**src/rtl/serial_word_assembler_if.sv**
```systemverilog
// serial_word_assembler_if: serial bit input and assembled-word output bundle.
// perr exists only when PARITY_CHECK_EN is defined.
interface serial_word_assembler_if #(parameter int N = 4);
  logic sin;
  logic sin_valid;
  logic clr;
  logic ready;
  logic [N-1:0] D;
  logic L;
  logic busy;
  logic [5:0] cnt;
`ifdef PARITY_CHECK_EN
  logic perr;
  modport master(output sin, sin_valid, clr, input ready, D, L, busy, cnt, perr);
  modport slave(input sin, sin_valid, clr, output ready, D, L, busy, cnt, perr);
`else
  modport master(output sin, sin_valid, clr, input ready, D, L, busy, cnt);
  modport slave(input sin, sin_valid, clr, output ready, D, L, busy, cnt);
`endif
endinterface

```
**src/rtl/serial_word_assembler.sv**
```systemverilog
// serial_word_assembler: MSB-first serial-to-parallel word builder with one-cycle load strobe.
// Optional trailing even-parity bit and perr output when PARITY_CHECK_EN is defined.
module serial_word_assembler #(
  parameter int N = 4
) (
  input logic clock,
  input logic R_n,
  serial_word_assembler_if.slave bus
);
`ifdef PARITY_CHECK_EN
  typedef enum logic [1:0] {IDLE, SHIFT, LOAD, PARITY} state_t;
`else
  typedef enum logic [1:0] {IDLE, SHIFT, LOAD} state_t;
`endif
  state_t state, state_d;
  logic [N-1:0] d_q, d_d;
  logic [5:0] cnt_q, cnt_d;
  logic perr_q, perr_d;
  logic accept;
  logic [N-1:0] shifted;
  assign accept = bus.sin_valid && (state != LOAD) && !bus.clr;
  assign shifted = {d_q[N-2:0], bus.sin};
  always_ff @(posedge clock or negedge R_n) begin
    if (!R_n) begin
      state <= IDLE;
      d_q <= '0;
      cnt_q <= '0;
      perr_q <= 1'b0;
    end else begin
      state <= state_d;
      d_q <= d_d;
      cnt_q <= cnt_d;
      perr_q <= perr_d;
    end
  end
  // clr wins over everything, including a pending LOAD, and leaves D untouched
  always_comb begin
    state_d = state;
    d_d = d_q;
    cnt_d = cnt_q;
    perr_d = 1'b0;
    if (bus.clr) begin
      state_d = IDLE;
      cnt_d = '0;
    end else begin
      unique case (state)
        IDLE: if (accept) begin
          d_d = shifted;
          cnt_d = 6'd1;
          state_d = SHIFT;
        end
        SHIFT: if (accept) begin
          d_d = shifted;
          cnt_d = cnt_q + 6'd1;
`ifdef PARITY_CHECK_EN
          state_d = (cnt_q == 6'(N - 1)) ? PARITY : SHIFT;
`else
          state_d = (cnt_q == 6'(N - 1)) ? LOAD : SHIFT;
`endif
        end
`ifdef PARITY_CHECK_EN
        PARITY: if (accept) begin
          perr_d = ^d_q ^ bus.sin;
          state_d = perr_d ? IDLE : LOAD;
          cnt_d = perr_d ? 6'd0 : cnt_q;
        end
`endif
        LOAD: begin
          state_d = IDLE;
          cnt_d = '0;
        end
        default: state_d = IDLE;
      endcase
    end
  end
  assign bus.ready = state != LOAD;
  assign bus.L = (state == LOAD) && !bus.clr;
  assign bus.D = d_q;
  assign bus.cnt = cnt_q;
`ifdef PARITY_CHECK_EN
  assign bus.busy = (state == SHIFT) || (state == PARITY);
  assign bus.perr = perr_q;
`else
  assign bus.busy = state == SHIFT;
`endif
endmodule
```
**src/flat_wrapper.sv**
```systemverilog
// flat-port wrapper written by rule: the top's interface ports become plain ports
module serial_word_assembler_flat 
#(
  parameter int N = 4
)
  (clock, R_n, bus_sin, bus_sin_valid, bus_clr, bus_ready, bus_D, bus_L, bus_busy, bus_cnt);
  serial_word_assembler_if #(.N(N)) bus_i ();
  input logic clock;
  input logic R_n;
  input wire logic [$bits(bus_i.sin)-1:0] bus_sin;
  input wire logic [$bits(bus_i.sin_valid)-1:0] bus_sin_valid;
  input wire logic [$bits(bus_i.clr)-1:0] bus_clr;
  output wire logic [$bits(bus_i.ready)-1:0] bus_ready;
  output wire logic [$bits(bus_i.D)-1:0] bus_D;
  output wire logic [$bits(bus_i.L)-1:0] bus_L;
  output wire logic [$bits(bus_i.busy)-1:0] bus_busy;
  output wire logic [$bits(bus_i.cnt)-1:0] bus_cnt;
  assign bus_i.sin = bus_sin;
  assign bus_i.sin_valid = bus_sin_valid;
  assign bus_i.clr = bus_clr;
  assign bus_ready = bus_i.ready;
  assign bus_D = bus_i.D;
  assign bus_L = bus_i.L;
  assign bus_busy = bus_i.busy;
  assign bus_cnt = bus_i.cnt;
  serial_word_assembler #(.N(N)) u_core (.clock(clock), .R_n(R_n), .bus(bus_i));
endmodule
```
**config.mk**
```make
export PLATFORM = sky130hd
export DESIGN_NAME = serial_word_assembler_flat
export DESIGN_NICKNAME = d
export VERILOG_FILES = /design/src/rtl/serial_word_assembler_if.sv /design/src/rtl/serial_word_assembler.sv /design/src/flat_wrapper.sv
export SDC_FILE = /design/constraint.sdc
export NUM_CORES = 1
export LEC_CHECK = 0
export CAP_MARGIN = 20
export CORE_MARGIN = 1
export CORE_UTILIZATION = 50
export DETAILED_ROUTE_END_ITERATION = 16
export DONT_BUFFER_PORTS = 1
export HOLD_SLACK_MARGIN = 0.12
export PLACE_DENSITY_LB_ADDON = 0.3
export SYNTH_ARGS = -nofsm -noshare
export SYNTH_HDL_FRONTEND = slang
export SYNTH_SLANG_ARGS = --single-unit
```
**constraint.sdc**
```tcl
create_clock -name clock -period 1.7 [get_ports clock]
set_clock_uncertainty 0.2 [all_clocks]
set_input_delay 0.255 -clock clock [delete_from_list [all_inputs] [get_ports clock]]
set_output_delay 0.255 -clock clock [all_outputs]
set_load 0.1 [all_outputs]
```
Word-level counts from Yosys, hierarchy flattened
Index checks and enable logic that the tools add are counted.

Equality and inequality tests: 6. Reduce and logical (&&, ||, !) cells: 10. $mul: 0. $add $sub $neg: 1. Div/mod/pow operators: 0. Bitwise operators: 1. Magnitude comparators: 0. Mux-type cells: 9. Shift-type cells: 0.

Operator list (number): $mux W6 (3); $pmux W6 S3 (1); $mux W2 (4); $add A6 B1 Y6 const B (1); $eq A6 B2 Y1 const B (1); $ne A3 B2 Y1 const B (2); $reduce_and A3 Y1 (2); $pmux W2 S2 (1); $reduce_bool A4 Y1 (1); $logic_and A1 B1 Y1 (3); $eq A2 B1 Y1 const B (1); $eq A2 B2 Y1 const B (1); $logic_not A2 Y1 (1); $ne A2 B2 Y1 const B (1); $reduce_and A2 Y1 (1); $reduce_or A2 Y1 (1); $logic_not A1 Y1 (1); $not A1 Y1 (1).

Bits in latches: 0. Bits in writable memories: 0. Output and inout port bits: 13. Input bits: 5. Flip-flop bits (word level): 12. ROM bits: 0. Memories: 0.

Depth between registers and ports, before layout
Gate-level depths: netlist (run 1).

Depth after elaboration: 6. Gate-level depth with buffers: 7. Gate-level depth less buffers: 6.

Worst setup path before layout (run 1)
Ideal clock, no wire load.

Path type: reg-to-output. Start: register u_core.state[0]. End: output port bus_L. Cell stages (with the launch flop): 5. Setup slack: -1226 ps. Data required time: 1245 ps. Arrival: 2471 ps. Buffers on the path: 0. Cell sequence: dfrtp_1 -> inv_1 -> ha_1 -> inv_1 -> nor2_1.

Word-level cells in the longest chain between the ends: 2.

Ends and longest elaborated chain: start, declared (line serial_word_assembler.sv:15) `state_t state, state_d;`; start signal, assigned (line serial_word_assembler.sv:30) `state <= state_d;`; $eq A2 B2 Y1 (line serial_word_assembler.sv:77) `assign bus.L = (state == LOAD) && !bus.clr;`; $logic_and A1 B1 Y1 (line serial_word_assembler.sv:77); end, declared (line flat_wrapper.sv:15) `output wire logic [$bits(bus_i.L)-1:0] bus_L;`.

No other way between the ends.

Final worst setup path (run 1)
Start: register u_core.state[0]. End: register u_core.cnt_q[5], in the netlist u_core.bus.cnt[5].

Word-level cells in the longest chain between the ends: 5. Elaborated cells on any way between the ends: 12. Those cells by class: eq/ne (5); mux (2); reduce/logical (5).

Ends and longest elaborated chain: $ne A2 B2 Y1 (line serial_word_assembler.sv:21) `assign accept = bus.sin_valid && (state != LOAD) && !bus.clr;`; $logic_and A1 B1 Y1 (2 in a row) (line serial_word_assembler.sv:21); $ne A3 B2 Y1 (no source line); $reduce_and A3 Y1 (no source line); end signal, assigned (line serial_word_assembler.sv:32) `cnt_q <= cnt_d;`; end, declared (line serial_word_assembler.sv:17) `logic [5:0] cnt_q, cnt_d;`.

Several ways; a longest one is shown, not always the timed one. A chain may end at the register's enable or synchronous reset.

==> results.sh, run 1 <==
export IMPL_violations="negative setup slack"
export IMPL_gp_congestion=0.812
export IMPL_rows=13
export IMPL_die_h_um=39.4
export IMPL_rsz0062_at_grt="true"
export IMPL_synth_cells=65
export IMPL_power_density_nw_per_um2=978
export IMPL_seq_area_frac_synth_pct=42.9
export IMPL_routed_wl_um=1870
export IMPL_crit_cells=7
export IMPL_grt_ovfl_total=0
export IMPL_antenna_found_initial=0
export IMPL_endpoint="u_core.bus.cnt[5]$_DFFE_PN0P_"
export IMPL_hp_class="in -> reg"
export IMPL_hold_viol=0
export IMPL_worstSetupPathType="reg -> reg"
export IMPL_end_kind="flip-flop"
export IMPL_regToRegEndpoint="u_core.bus.cnt[5]$_DFFE_PN0P_"
export IMPL_relSlewSlack_pct=63.8
export IMPL_fp_coreArea_um2=1300
export IMPL_syn_area_um2=699
export IMPL_cp_start_kind="flip-flop"
export IMPL_r2r_start="u_core.state[0]$_DFFE_PN0P_"
export IMPL_synth_top_cell_by_area="dfrtp_1"
export IMPL_fin_crit_sh_pct=112
export IMPL_post_route_drc_count=0
export IMPL_setup_viol=14
export IMPL_cap_violations=0
export IMPL_drive_above_1_share_pct=59.6
export IMPL_clkSinkCount=12
export IMPL_p_leak_nw=0.502
export IMPL_ys_ff_latch=12
export IMPL_vias=633
export IMPL_final_common_cell="buf_4"
export IMPL_crit_buf_inv=2
export IMPL_clock_latency_ns=0.27
export IMPL_reg2reg_depth=7
export IMPL_worstMarginPinSlew_ns=0.542
export IMPL_r2r_slack_ns=-0.20
export IMPL_worstPathMaxFanout=6
export IMPL_route_antenna_remaining_nets=0
export IMPL_report_power_total_w=0.00111
export IMPL_nets=109
export IMPL_viasPerCell=5.55
export IMPL_diodes=0
export IMPL_report_final_slew_viol_count=0
export IMPL_ys_types=27
export IMPL_dp_hpwl_um=1190
export IMPL_drtIter0Drc=11
export IMPL_syn_num_nets=74
export IMPL_crit_start="u_core.state[0]$_DFFE_PN0P_"
export IMPL_synth_top_area_share_pct=42.9
export IMPL_cts_buffer_depth=2
export IMPL_setup_tns_final_ns=-1.71
export IMPL_cts_tree="yes"
export IMPL_final_cell_mix="buf_4 (19), dfrtp_1 (6), buf_6 (5)"
export IMPL_grt_pass1_vias=615
export IMPL_area_growth_pct=61.9
export IMPL_yosys_top_cells_area="dfrtp_1 (43%), ha_1 (7.2%), mux2_2 (6.4%), o21ai_1 (3.6%), a211oi_4 (2.9%)"
export IMPL_initial_utilization_pct=53.8
export IMPL_ys_warn_count=0
export IMPL_grt_pass1_wl_um=2640
export IMPL_pre_cts_ws_ns=-0.122
export IMPL_status="finished with violations"
export IMPL_die_x_um=39.4
export IMPL_arrival_ns=1.87
export IMPL_h_tree_depth=1
export IMPL_vdd_drop_max_uv=828
export IMPL_root_buffer="clkbuf_4"
export IMPL_dr_pass1_iters=6
export IMPL_die_area_um2=1550
export IMPL_nFillCells=64
export IMPL_cts_clk_slew_worst_paths_ns=0.08
export IMPL_syn_area_per_cell_um2=10.8
export IMPL_min_period_ns=1.90
export IMPL_grt_use_total_pct=26.5
export IMPL_max_freq_mhz=526
export IMPL_num_io_pins=18
export IMPL_wl_per_cell_um=16.4
export IMPL_grt_max_degree=13
export IMPL_path_cells="buf_6 > ha_4 > or2_0 > buf_4 > a211oi_4 > o21ai_1 > o41ai_1"
export IMPL_required_ns=1.67
export IMPL_setup_ws_ns=-0.200
export IMPL_port_buffers=0
export IMPL_crit_slowest_cell="dfrtp_1"
export IMPL_slowest_delay_ns=0.40
export IMPL_crit_family="compound AO/OA/AOI/OAI gates"
export IMPL_cts_made_buffers=3
-- Yosys cell counts (all sizes together) --
cell     instances
mux2             4
inv              4
nor3b            1
or2              1
a211oi           2
and3             2
o31ai            1
a21oi            4
o21ai            5
a2111oi          1
nand2            5
or4b             1
dfrtp           12
o41ai            2
nand3            4
buf              1
a31oi            1
nor2b            2
nor2             3
ha               4
nand4            1
nor3             1
and2b            1
nand3b           2
-- layout make-up --
class | count | area (um2) | share of cell area, %
Inverter | 4 | 18.8 | 1.66
Timing Repair Buffer | 31 | 299 | 26.4
Multi-Input combinational cell | 48 | 447 | 39.4
Clock buffer | 4 | 36.3 | 3.20
Tap cell | 15 | 18.8 | 1.66
Sequential cell | 12 | 313 | 27.6
-- power breakdown --
group / leakage (nW) / internal [W] / total, W / switching [W]
sequential: 0.147 / 0.000326 / 0.000345 / 0.0000191
clock: 0.0210 / 0.000130 / 0.000231 / 0.000101
combinational: 0.334 / 0.000135 / 0.000531 / 0.000396
-- flip-flops by register name, summed over array words and instances (netlist names) --
| name | flops |
|---|---|
| u_core.bus.cnt | 6 |
| u_core.bus.D | 4 |
| u_core.state | 2 |
-- timing repair --
item                                    4_1_cts  5_1_grt
hold buffers                                  3        1
setup buffers                                 3        1
resized for setup                            16        5
endpoints found under the setup margin       14       14
pin swaps                                     4       12
endpoints found under the hold margin        24        8
-- worst min path at each step --
stage                 start                       endpoint  slack [ns]  cells after the start
floorplan               R_n    u_core.bus.D[0]$_DFFE_PN0P_       -0.24                      0
global placement        R_n  u_core.bus.cnt[5]$_DFFE_PN0P_       -0.24                      0
detailed placement      R_n  u_core.bus.cnt[3]$_DFFE_PN0P_       -0.24                      0
CTS                 bus_clr  u_core.bus.cnt[0]$_DFFE_PN0P_       -0.18                      1
global route        bus_clr    u_core.bus.D[3]$_DFFE_PN0P_        0.12                      2
finish              bus_clr    u_core.bus.D[0]$_DFFE_PN0P_        0.10                      2
-- stage by stage --
step / utilization (%) / instance area (um2) / hold slack [ns] / instances
after floorplan: - / 738 / -0.241 / 65
final: 87.0 / 1130 / 0.101 / 114
after CTS: 84.3 / 1100 / -0.183 / 112
after global placement: 71.5 / 931 / -0.240 / 102
after global routing: 87.0 / 1130 / 0.121 / 114
after detailed placement: 71.5 / 931 / -0.240 / 102
-- layer usage --
layer / wire length, um / share of wire [%] / track usage [%] / vias to the layer above
li1: - / - / - / 306
met1: 800 / 43 / 31.0 / 306
met2: 982 / 53 / 48.0 / 17
met3: 63 / 3.4 / 1.70 / 4
met4: 23 / 1.2 / 12.9 / 0
met5: 0 / 0 / 0 / -
-- cell families after synthesis --
| group | synth area share (%) |
|---|---|
| AND/OR/NAND/NOR | 21.6 |
| buffers and inverters | 3.76 |
| adder cells (fa/ha/maj) | 7.16 |
| AO/OA/AOI/OAI | 18.1 |
| flip-flops | 42.9 |
| multiplexers | 6.44 |
Power figures use the tool's default switching activity.
==> run 2: changes to the inputs <==
- CORE_MARGIN: 1 -> unset
- PLACE_DENSITY: unset -> 0.68
- PLACE_DENSITY_LB_ADDON: 0.3 -> unset
- SETUP_SLACK_MARGIN: unset -> 0.4
==> results.sh, run 2 (synthesis gave the netlist of run 1 again) <==
export IMPL_status="finished with violations"
export IMPL_violations="negative hold slack, negative setup slack"
export IMPL_critPathMostFrequentCell="buf_4"
export IMPL_final_cells=116
export IMPL_report_final_slew_viol_count=0
export IMPL_grt_pass1_vias=669
export IMPL_regArea_um2=328
export IMPL_cap_violations=0
export IMPL_setup_tns_final_ns=-1.72
export IMPL_multi_input_area_um2=448
export IMPL_power_density_nw_per_um2=910
export IMPL_max_freq_mhz=525
export IMPL_clkSinkCount=12
export IMPL_grt_ovfl_total=0
export IMPL_rsz0062_at_grt="true"
export IMPL_h_tree_depth=1
export IMPL_dp_hpwl_um=1170
export IMPL_root_buffer="clkbuf_4"
export IMPL_diodes=0
export IMPL_die_x_um=39.4
export IMPL_grt_pass1_wl_um=3100
export IMPL_cp_start_kind="flip-flop"
export IMPL_cts_made_buffers=3
export IMPL_holdWs_ns=-0.185
export IMPL_hp_class="in -> reg"
export IMPL_worstSetupPathType="reg -> reg"
export IMPL_final_cell_mix="buf_4 (17), buf_12 (8), dfrtp_4 (6)"
export IMPL_final_common_cell="buf_4"
export IMPL_pre_cts_ws_ns=-0.112
export IMPL_crit_slowest_cell="dfrtp_1"
export IMPL_post_route_drc_count=0
export IMPL_setup_ws_ns=-0.203
export IMPL_die_area_um2=1550
export IMPL_r2r_start="u_core.state[1]$_DFFE_PN0P_"
export IMPL_crit_cells=8
export IMPL_nFillCells=41
export IMPL_antenna_found_initial=0
export IMPL_hold_viol=3
export IMPL_grt_max_degree=13
export IMPL_crit_start="u_core.state[1]$_DFFE_PN0P_"
export IMPL_dr_pass1_iters=4
export IMPL_initial_utilization_pct=53.8
export IMPL_setup_viol=14
export IMPL_worstMarginPinSlew_ns=0.571
export IMPL_port_buffers=0
export IMPL_arrival_ns=1.85
export IMPL_largest_reg_flops=6
export IMPL_num_io_pins=18
export IMPL_p_leak_nw=0.532
export IMPL_clock_latency_ns=0.28
export IMPL_gp_congestion=0.780
export IMPL_route_antenna_remaining_nets=0
export IMPL_relSlewSlack_pct=61.8
export IMPL_cts_clk_slew_worst_paths_ns=0.09
export IMPL_path_cells="inv_2 > ha_2 > buf_4 > nand3b_4 > buf_4 > a31oi_1 > o21ai_2 > o41ai_1"
export IMPL_routed_wl_um=2710
export IMPL_final_core_util_pct=94.0
export IMPL_fp_coreArea_um2=1300
export IMPL_regToRegEndpoint="u_core.bus.cnt[5]$_DFFE_PN0P_"
export IMPL_grt_use_total_pct=31.0
export IMPL_fin_crit_sh_pct=112
export IMPL_die_h_um=39.4
export IMPL_min_period_ns=1.90
export IMPL_r2r_slack_ns=-0.20
export IMPL_slowest_delay_ns=0.41
export IMPL_endpoint="u_core.bus.cnt[5]$_DFFE_PN0P_"
export IMPL_vdd_drop_max_uv=1210
export IMPL_nets=111
export IMPL_crit_family="compound AO/OA/AOI/OAI gates"
export IMPL_area_growth_pct=75.0
export IMPL_drive_above_1_share_pct=66.3
export IMPL_worstPathMaxFanout=4
export IMPL_drtIter0Drc=26
export IMPL_rows=13
export IMPL_reg2reg_depth=8
export IMPL_crit_buf_inv=3
export IMPL_cts_tree="yes"
export IMPL_required_ns=1.64
export IMPL_viasPerCell=6.32
export IMPL_vias=733
export IMPL_wl_per_cell_um=23.4
export IMPL_end_kind="flip-flop"
export IMPL_cts_buffer_depth=2
export IMPL_dp_cells=101
run 2: cell count changes in the layout (fill, tap and decap cells not counted), moves of 2 or more:
cell     delta
dfrtp_4     +4
buf_4       -2
dfrtp_1     -4
buf_12      +5
run 2: cell type report:
type / count / area share [%]
clock buffers: 4 / 2.97
well taps: 15 / 1.53
repair buffers: 33 / 30.6
flip-flops and latches: 12 / 26.8
inverters: 4 / 1.53
multi-input cells: 48 / 36.6
run 2: timing repair:
action	in CTS	in global routing
resized for setup	34	6
setup endpoints to repair	25	25
buffers inserted	7	1
endpoints found under the hold margin	24	9
hold buffers	2	1
pin swaps	8	2
run 2: worst min-delay path by stage:
stage,startpoint,endpoint,cells past startpoint
after floorplan,R_n,u_core.bus.D[0]$_DFFE_PN0P_,0
after global placement,R_n,u_core.bus.D[3]$_DFFE_PN0P_,0
after detailed placement,R_n,u_core.bus.D[2]$_DFFE_PN0P_,0
after CTS,bus_clr,u_core.bus.cnt[0]$_DFFE_PN0P_,1
after global routing,bus_clr,u_core.bus.cnt[0]$_DFFE_PN0P_,1
final,bus_clr,u_core.bus.cnt[0]$_DFFE_PN0P_,1
run 2: through the flow:
step | instance area (um2) | hold WS (ns) | total power (W)
2_1_floorplan | 743 | -0.241 | 0.000743
3_3_place_gp | 928 | -0.240 | 0.000778
3_5_place_dp | 928 | -0.240 | 0.000785
4_1_cts | 1170 | -0.170 | 0.00106
5_1_grt | 1220 | -0.187 | 0.00113
6_report | 1220 | -0.185 | 0.00111
run 2: routing by layer:
layer,global-route usage [%],vias up,wire (um)
met5,0,-,0
met1,36.2,350,991
met2,56.1,51,1380
met3,5.68,20,222
met4,9.48,0,122
li1,-,312,-
run 2: worst reg2reg max path, delay by kind of cell, from the launching register on:
kind | cells | cell delay, ns
compound gates | 3 | 0.45
simple gates | 1 | 0.10
buf+inv | 3 | 0.40
fa+ha+maj | 1 | 0.20
flops | 1 | 0.41
run 2: power breakdown:
part / internal, W / switching, W / leakage (nW)
Clock: 0.000130 / 0.000115 / 0.0210
Sequential: 0.000349 / 0.000310 / 0.143
Combinational: 0.0000968 / 0.000112 / 0.368
Total: 0.000576 / 0.000538 / 0.532
==> run 3: changes to the inputs <==
- ABC_AREA: unset -> 1
==> results.sh, run 3 <==
export IMPL_ys_warn_count=0
export IMPL_die_x_um=40.1
export IMPL_cts_made_buffers=3
export IMPL_yosys_top_cells_area="dfrtp_1 (41%), nand2_1 (18%), ha_1 (6.9%), inv_1 (5.7%), nand4_1 (3.5%)"
export IMPL_gp_congestion=0.727
export IMPL_synth_cells=95
export IMPL_synth_most_common_cell="nand2_1"
export IMPL_clkSinkCount=12
export IMPL_h_tree_depth=1
export IMPL_synth_top_family_by_area="simple AND/OR/NAND/NOR gates"
export IMPL_cts_buffer_depth=2
export IMPL_num_io_pins=18
export IMPL_dp_cells=121
export IMPL_syn_area_per_cell_um2=7.63
export IMPL_worstEndpointType="top-level output"
export IMPL_synth_top_area_share_pct=41.5
export IMPL_ys_types=20
export IMPL_grt_worst_endpoint="bus_L"
export IMPL_synth_fa_ha_area_share_pct=6.91
export IMPL_die_h_um=40.1
export IMPL_synthTopCellsByCount="nand2_1 (35), dfrtp_1 (12), inv_1 (11)"
export IMPL_grt_max_degree=13
export IMPL_syn_num_nets=104
export IMPL_syn_area_um2=724
export IMPL_dp_hpwl_um=1220
export IMPL_rows=13
export IMPL_ys_ff_latch=12
export IMPL_synth_compound_area_share_pct=5.53
export IMPL_initial_utilization_pct=55.0
export IMPL_synth_simple_area_share_pct=36.6
export IMPL_port_buffers=0
export IMPL_synth_xor_area_share_pct=1.21
export IMPL_synth_top_cell_by_area="dfrtp_1"
export IMPL_synth_edff_count=0
export IMPL_seq_area_frac_synth_pct=41.5
export IMPL_lastStage="global routing"
export IMPL_async_flop_share_pct=100
export IMPL_muxShareOfSynthArea_pct=0
export IMPL_stop_error="[ERROR DPL-0038] Utilization greater than 100%, impossible to legalize"
export IMPL_status="aborted with a tool error"
export IMPL_root_buffer="clkbuf_4"
export IMPL_synthFlopType="dfrtp_1"
run 3: stage by stage:
stage	setup TNS (ns)	hold WS, ns	setup WS, ns	area (um2)
CTS	-0.0145	-0.0872	-0.0145	1230
global placement	0	-0.240	0.105	957
floorplan	-0.0189	-0.241	-0.0189	831
detailed placement	0	-0.240	0.0385	957
run 3: timing repair:
item                                    CTS
hold endpoints to repair                 20
gates resized for setup                  33
hold buffers                              4
endpoints found under the setup margin   25
pin swaps                                 8
buffers inserted                          8
run 3: logic make-up after synthesis:
| kind of cell | count (synthesis) |
|---|---|
| AO/OA/AOI/OAI | 7 |
| flip-flops | 12 |
| AND/OR/NAND/NOR | 55 |
| buffers and inverters | 16 |
| XOR/XNOR | 1 |
| adder cells (fa/ha/maj) | 4 |
==> run 4: changes to the inputs <==
- CORE_AREA: unset -> 2 2 63 65
- CORE_UTILIZATION: 50 -> unset
- DIE_AREA: unset -> 0 0 65 67
- HOLD_SLACK_MARGIN: 0.12 -> unset
- PLACE_DENSITY: 0.68 -> unset
- PLACE_DENSITY_LB_ADDON: unset -> 0.15
- SETUP_SLACK_MARGIN: 0.4 -> unset
- clock period: 1.7 -> 2.21 ns (I/O delays scaled with it)
==> results.sh, run 4 <==
export IMPL_status="finished clean"
export IMPL_viasPerCell=3.98
export IMPL_r2r_start="u_core.state[1]$_DFFE_PN0P_"
export IMPL_min_period_ns=1.83
export IMPL_worstPathMaxFanout=4
export IMPL_grt_use_total_pct=9.10
export IMPL_clock_latency_ns=0.25
export IMPL_routed_wl_um=1750
export IMPL_slowest_delay_ns=0.37
export IMPL_cts_clk_slew_worst_paths_ns=0.06
export IMPL_num_io_pins=18
export IMPL_port_buffers=0
export IMPL_end_kind="output port"
export IMPL_hold_viol=0
export IMPL_hp_start="bus_sin"
export IMPL_diodes=0
export IMPL_root_buffer="clkbuf_8"
export IMPL_hp_class="in -> reg"
export IMPL_vias=640
export IMPL_ys_ff_latch=12
export IMPL_cts_buffer_depth=2
export IMPL_arrival_ns=1.30
export IMPL_synth_most_common_cell="nand2_1"
export IMPL_rows=22
export IMPL_yosys_top_cells_area="dfrtp_1 (41%), nand2_1 (18%), ha_1 (6.9%), inv_1 (5.7%), nand4_1 (3.5%)"
export IMPL_die_h_um=67
export IMPL_dp_hpwl_um=1370
export IMPL_async_flop_share_pct=100
export IMPL_required_ns=1.68
export IMPL_postCtsSetupBuffers=0
export IMPL_relSlewSlack_pct=60.6
export IMPL_synth_cells=95
export IMPL_area_growth_pct=33.2
export IMPL_seq_area_frac_synth_pct=41.5
export IMPL_p_leak_nw=0.474
export IMPL_vdd_drop_max_uv=226
export IMPL_nets=123
export IMPL_largest_reg_flops=6
export IMPL_ys_warn_count=0
export IMPL_post_route_drc_count=0
export IMPL_drive_above_1_share_pct=28.3
export IMPL_syn_num_nets=104
export IMPL_postCtsResizedCells=0
export IMPL_endpoint="bus_ready"
export IMPL_route_antenna_remaining_nets=0
export IMPL_antenna_found_initial=0
export IMPL_final_cell_mix="nand2_1 (35), buf_4 (12), dfrtp_1 (12)"
export IMPL_fp_coreArea_um2=3610
export IMPL_final_common_cell="nand2_1"
export IMPL_synthTopCellsByCount="nand2_1 (35), dfrtp_1 (12), inv_1 (11)"
export IMPL_cts_tree="yes"
export IMPL_gp_congestion=0.848
export IMPL_dr_pass1_iters=4
export IMPL_rsz0062_at_grt="false"
export IMPL_syn_area_um2=724
export IMPL_grt_ovfl_total=0
export IMPL_drtIter0Drc=25
export IMPL_setup_ws_ns=0.379
export IMPL_clkSinkCount=12
export IMPL_initial_utilization_pct=20.1
export IMPL_die_x_um=65
export IMPL_report_final_slew_viol_count=0
export IMPL_worstSetupPathType="reg -> out"
export IMPL_grt_max_degree=13
export IMPL_pre_cts_ws_ns=0.523
export IMPL_path_cells="inv_1 > ha_1 > inv_2 > buf_4"
export IMPL_cap_violations=0
export IMPL_reg2reg_depth=7
export IMPL_synth_top_cell_by_area="dfrtp_1"
export IMPL_cts_hold_buf=1
export IMPL_crit_start="u_core.state[0]$_DFFE_PN0P_"
export IMPL_wl_per_cell_um=10.8
export IMPL_worstMarginPinSlew_ns=0.589
export IMPL_ys_types=20
export IMPL_grt_pass1_wl_um=2940
export IMPL_setup_tns_final_ns=0
export IMPL_crit_slowest_cell="dfrtp_1"
export IMPL_final_cells=161
export IMPL_synthFlopType="dfrtp_1"
export IMPL_synth_top_area_share_pct=41.5
export IMPL_dp_cells=156
export IMPL_setup_viol=0
export IMPL_grt_pass1_vias=604
export IMPL_syn_area_per_cell_um2=7.63
export IMPL_h_tree_depth=1
export IMPL_max_freq_mhz=546
export IMPL_cp_start_kind="flip-flop"
export IMPL_die_area_um2=4360
export IMPL_power_density_nw_per_um2=802
export IMPL_regToRegEndpoint="u_core.bus.cnt[0]$_DFFE_PN0P_"
export IMPL_r2r_slack_ns=0.51
export IMPL_nFillCells=394
export IMPL_synth_edff_count=0
export IMPL_cts_made_buffers=3
export IMPL_fin_crit_sh_pct=82.8
==> run 4: how the worst min path moves through the flow <==
stage	to	slack [ns]	cells past startpoint
2_1_floorplan	u_core.bus.D[0]$_DFFE_PN0P_	-0.16	0
3_3_place_gp	u_core.bus.cnt[5]$_DFFE_PN0P_	-0.16	0
3_5_place_dp	u_core.bus.cnt[5]$_DFFE_PN0P_	-0.16	0
4_1_cts	u_core.bus.D[0]$_DFFE_PN0P_	0.003	2
5_1_grt	u_core.bus.D[0]$_DFFE_PN0P_	0.002	2
6_report	u_core.bus.D[0]$_DFFE_PN0P_	0.005	2
==> run 4: area by class of cell <==
class / instances / area [um2] / area share, %
multi-input cells: 67 / 369 / 38.3
well taps: 48 / 60.1 / 6.23
clock buffers: 4 / 55.1 / 5.71
repair buffers: 14 / 120 / 12.5
flip-flops and latches: 12 / 300 / 31.1
inverters: 16 / 60.1 / 6.23
==> run 4: per-layer routing <==
metal  up-vias  GRT usage, %  wire [um]
li1        331             -          -
met1       294          11.3        789
met2        11          13.3        805
met3         4          2.36         99
met4         0          7.18         51
met5         -             0          0
==> run 4: kinds of logic after synthesis <==
| logic type | after synthesis | synth area share (%) |
|---|---|---|
| AND/OR/NAND/NOR | 55 | 36.6 |
| adder cells (fa/ha/maj) | 4 | 6.91 |
| flip-flops | 12 | 41.5 |
| AO/OA/AOI/OAI | 7 | 5.53 |
| buffers and inverters | 16 | 8.29 |
| XOR/XNOR | 1 | 1.21 |
==> run 4: critical path, delay by kind of cell, from the launching register on <==
kind / cells / cell delay (ns)
flops: 1 / 0.37
buf+inv: 3 / 0.48
fa+ha+maj: 1 / 0.20
==> run 4: report_power, final <==
group	internal, W	switching [W]	leakage, nW	total [W]
Combinational	0.0000514	0.000221	0.285	0.000272
Clock	0.000158	0.0000907	0.0288	0.000248
Sequential	0.000241	0.0000119	0.160	0.000253
==> run 4: per-stage QoR <==
stage	hold WS (ns)	total power [W]	instance area [um2]	util, %
floorplan	-0.164	0.000473	729	-
global placement	-0.164	0.000525	900	24.9
detailed placement	-0.164	0.000525	900	24.9
CTS	0.00304	0.000782	965	26.8
global route	0.00209	0.000808	965	26.8
finish	0.00506	0.000773	965	26.8
